[src/rtl/q_chk_pkg.sv]
// Shared constants and state encoding for the Q-mapping response checker.
package q_chk_pkg;

    localparam int X_W   = 4;
    localparam int Q_W   = 2;
    localparam int N_VEC = 16;
    localparam int CNT_W = 5;

    typedef enum logic [1:0] {
        IDLE = 2'd0,
        RUN  = 2'd1,
        DONE = 2'd2
    } state_t;

endpackage

[src/rtl/q_expect_table.sv]
// Expected-Qx register file: one entry per x value.
// Synchronous write, combinational read, asynchronous clear.
module q_expect_table
    import q_chk_pkg::*;
(
    input  logic             clk,
    input  logic             rst_n,
    input  logic             we,
    input  logic [X_W-1:0]   waddr,
    input  logic [Q_W-1:0]   wdata,
    input  logic [X_W-1:0]   raddr,
    output logic [Q_W-1:0]   rdata
);

    logic [Q_W-1:0] mem [N_VEC];

    // NOTE: the table must clear on reset, so it is built from flops, not a RAM macro.
    always_ff @(posedge clk or negedge rst_n) begin
        if (!rst_n) begin
            for (int i = 0; i < N_VEC; i++) mem[i] <= '0;
        end else if (we) begin
            mem[waddr] <= wdata;
        end
    end

    assign rdata = mem[raddr];

endmodule

[config.mk]
export PLATFORM = sky130hd
export DESIGN_NAME = q_expect_table
export DESIGN_NICKNAME = d
export VERILOG_FILES = /design/src/rtl/q_chk_pkg.sv /design/src/rtl/q_expect_table.sv
export SDC_FILE = /design/constraint.sdc
export NUM_CORES = 1
export LEC_CHECK = 0
export CAP_MARGIN = 10
export CELL_PAD_IN_SITES_DETAIL_PLACEMENT = 0
export CELL_PAD_IN_SITES_GLOBAL_PLACEMENT = 2
export CORE_MARGIN = 5
export CORE_UTILIZATION = 39
export CTS_BUF_LIST = sky130_fd_sc_hd__clkbuf_16
export CTS_CLUSTER_DIAMETER = 40
export CTS_CLUSTER_SIZE = 12
export DETAILED_ROUTE_END_ITERATION = 10
export GPL_ROUTABILITY_DRIVEN = 0
export PLACE_DENSITY = 0.87
export SYNTH_ARGS = -nofsm -noshare
export SYNTH_HDL_FRONTEND = slang
export SYNTH_SLANG_ARGS = --single-unit
[constraint.sdc]
create_clock -name clk -period 1.6 [get_ports clk]
set_clock_uncertainty 0.15 [all_clocks]
set_input_delay 0.24 -clock clk [delete_from_list [all_inputs] [get_ports clk]]
set_output_delay 0.24 -clock clk [all_outputs]
set_load 0.02 [all_outputs]
# ---- Yosys cells after proc, flatten, opt, wreduce, memory -nomap -nowiden
# Index checks and enable logic that the tools add are counted.
dict set report totals {
  register_bits 32
  inputBits 13
  elab_cells 28
}
dict set report op_classes {
  order_cmp 3
  muxes 6
  n_bitwise 2
  reduce_logical 1
}
# op n
set ops {}
lappend ops {{32-bit bitwise mux} 1}
lappend ops {{5-bit greater-or-equal comparator (second input constant)} 2}
lappend ops {{4-bit NOT with 5-bit output} 2}
lappend ops {{2-bit binary-select mux with 4-bit select} 1}
lappend ops {{2-bit demux with 4-bit select} 1}
lappend ops {{2-bit two-way mux} 3}
lappend ops {{5-bit by 1-bit < comparator with 1-bit output (second input constant)} 1}
lappend ops {{1-bit logical AND} 1}

# ---- Longest topological paths before layout
dict set report logic_depth {
  ltp_word 6
  depth_mapped 4
}

# ---- Worst setup path before layout
# No wires, ideal clock.
dict set report synth_path {
  path_kind {input port to output port}
  from {input port raddr[0]}
  to {output port rdata[1]}
  arrival_ps 1250
  required_time_ps 1210
  path_slack_ps -40
  cell_stages 4
  path_buffers 1
  cell_sequence {buf_6 mux4_1 a22oi_1 nand3_1}
}
dict set report synth_via {
  elab_chain_cells 4
}
# element line_no
set synth_lines {}
lappend synth_lines {{start, declared} q_expect_table.sv:11} ;# input logic [X_W-1:0] raddr,
lappend synth_lines {{4-bit NOT with 5-bit output (not written as such)} q_expect_table.sv:26} ;# assign rdata = mem[raddr];
lappend synth_lines {{2-bit binary-select mux with 4-bit select} q_expect_table.sv:26}
lappend synth_lines {{2-bit two-way mux (not written as such) (2 in series)} q_expect_table.sv:26}
lappend synth_lines {{end, declared} q_expect_table.sv:12} ;# output logic [Q_W-1:0] rdata
# Every way passes these cells. The select of a mux whose other input is x is not followed.

# ---- Worst setup path after layout
dict set report layout_path {
  from {register mem[25] (netlist name)}
  to {output port rdata[1]}
}
dict set report layout_via {
  elab_chain_cells 3
}
# element line_no
set layout_lines {}
lappend layout_lines {{start, declared} q_expect_table.sv:15} ;# logic [Q_W-1:0] mem [N_VEC];
lappend layout_lines {{start signal, assigned by index} q_expect_table.sv:22} ;# mem[waddr] <= wdata;
lappend layout_lines {{2-bit binary-select mux with 4-bit select} q_expect_table.sv:26}
lappend layout_lines {{2-bit two-way mux (not written as such) (2 in series)} q_expect_table.sv:26}
# Every way passes these cells. The select of a mux whose other input is x is not followed.

==> run metrics <==
status complete, but fails checks; failing checks negative setup slack; Syn Std Cell Area ~1600 µm²; drt pass-1 iters 4; cts-stage hold buffer count 0; vias in the first global route 1055; number of port buffers 14; CTS Buffer Depth 2; die width 73.3 µm; layout cells sized above 1 45.3%; largest net degree at the start of global routing 33; post-route DRC violation count 0; site row count 23; Post-Syn Instances 111; Vias/cell about 5.3; fill count 346; Final Cycle Share 122%; relative slew slack about four fifths; WL per Instance 17.5 µm; Starting DRT DRC Count between 40 and 50; Worst-Skew Late Latency 0.27 ns; R2R Path End mem[22]; Pleak 0.000871 µW; Seq/Total Area, Yosys 51.3%; area of the multi-input gates roughly 760 µm²; P per Cell Area 1230 nW/µm²; Initial Util about two fifths; H-tree levels 2; Mapped Nets 124; synth warn 0; R2R setup slack 0.68 ns; Main synth FF type dfrtp_1; Die ar. between 5000 and 6000 µm²; final instance area 1990 µm²; Startpoint Class register; Non-Filler Instances 187; core area 3940 µm²; post-synth top area cell dfrtp_1; Root Driver clkbuf_16; Final WS setup -0.348 ns; Die Y 73.3 µm; I/O Pins 15; Placed Cells incl. Taps approximately 180; worst hold slack about 0.18 ns; ys async rst share 100%; Slew @ Worst Pin 0.281 ns; CP max FO 2; CTS tree done; path depth of the worst reg2reg path 1; number of enable flip-flop cells after synthesis 0; Req. time, crit path 1.21 ns; crit path capture type primary output; Seq cells post-synth 32; first-pass GRT wire length 5.43 mm; placed cell area 1840 µm²; top flop regs mem: 32 flops; nets 150; VDD IR max 0.657 mV; Detail Route Antenna Nets 0; routed vias 999; fmax slightly above 500 MHz; clk slew on worst S/H paths 0.05 ns; antenna violations before repair 0; Mapped Avg Cell Area 14.1 µm²; minimum clock period 1.95 ns; max reg flops 32; Register Area roughly 800 µm²; clock sink count 32; grt total ovfl 0; Num CTS Buffers 5; Place WS -1.10 ns; WL final 3.28 mm; max-cap violation count 0; final core occ 50.4%; Post-DP HPWL 2.32 mm; Critical Setup Path Class reg -> out; worst hold path class in -> async; Setup-failing EPs final 2; P&R area growth vs syn 27.3%; Synth area leaders dfrtp_1 (51%), mux2_2 (23%), mux4_1 (6.7%), mux4_2 (5.8%), nor2_1 (2.6%); Synth cell types 16; RSZ-0062 raised after global routing yes; most frequent cells after synthesis dfrtp_1 (32), mux2_2 (32), nor2_1 (11), nand2b_1 (6), nand3_1 (5); GRT Util Overall 14.0%; max-slew violations 0; diodes inserted 0; Most flops, register mem; WP data arrival ~1.6 ns; reg2reg start mem[22]; Fin. Hold Viols 0; post-synth top area share 51.3%
-- cell families (layout without fill, tap and decap cells) --
kind of cell           count (synthesis)  after routing  synth area share (%)
multiplexers                          40             40                  35.6
AND/OR/NAND/NOR                       33             33                  10.7
buffers and inverters                  4             30                  1.44
AO/OA/AOI/OAI                          2              2                 0.961
flip-flops                            32             32                  51.3
-- layout by cell type, fill, tap and decap left out, drive strengths merged --
master and n:
nor3b 1, dlymetal6s2s 3, dfrtp 32, nand3b 2, a22oi 2, mux4 8
clkbuf 5, dlygate4sd2 2, nor2 11, nor2b 2, buf 11, nand2b 6
inv 1, clkdlybuf4s50 7, clkinv 1, nand3 5, nand2 4, or3 1
mux2 32, and2b 1
-- worst max-delay path by stage --
stage,startpoint,endpoint,cells after the start
6_report,mem[25],rdata[1],4
5_1_grt,mem[25],rdata[1],4
4_1_cts,mem[25],rdata[1],4
3_5_place_dp,raddr[0],rdata[1],6
3_3_place_gp,raddr[0],rdata[1],6
2_1_floorplan,raddr[0],rdata[1],4
-- stage by stage --
step           setup TNS [ns]  power (µW)
3_5_place_dp            -8.20        1590
3_3_place_gp            -7.72        1570
6_report               -0.683        2450
2_1_floorplan         -0.0113        1400
5_1_grt                -0.819        2570
4_1_cts                -0.696        2480
-- worst max-delay path, stage by stage, from the launching register on --
cell	delay [ns]
dfrtp_1	0.38
mux4_2	0.48
a22oi_2	0.18
nand3_2	0.08
buf_2	0.16
-- cell type report --
class                           count  area share [%]
Timing Repair Buffer               23            11.8
Clock buffer                        5            6.29
Sequential cell                    32            40.3
Tap cell                           50            3.15
Clock inverter                      2           0.441
Multi-Input combinational cell     75            38.1
-- what timing repair did --
item | 4_1_cts | 5_1_grt
buffers inserted | 1 | 0
endpoints found under the setup margin | 3 | 12
gates resized for setup | 18 | 4
pin swaps | 1 | 1
-- metal layers --
| layer | track usage (%) | wire, µm |
|---|---|---|
| met2 | 20.9 | 1580 |
| met4 | 5.94 | 76 |
| met3 | 5.06 | 175 |
| met5 | 0 | 0 |
| met1 | 18.4 | 1450 |
-- where the power goes --
group | total [µW] | internal [µW] | switching [µW]
clock network | 860 | 556 | 303
logic | 484 | 305 | 179
registers | 1110 | 1000 | 105
No activity file was read; power rests on OpenSTA's default activity.
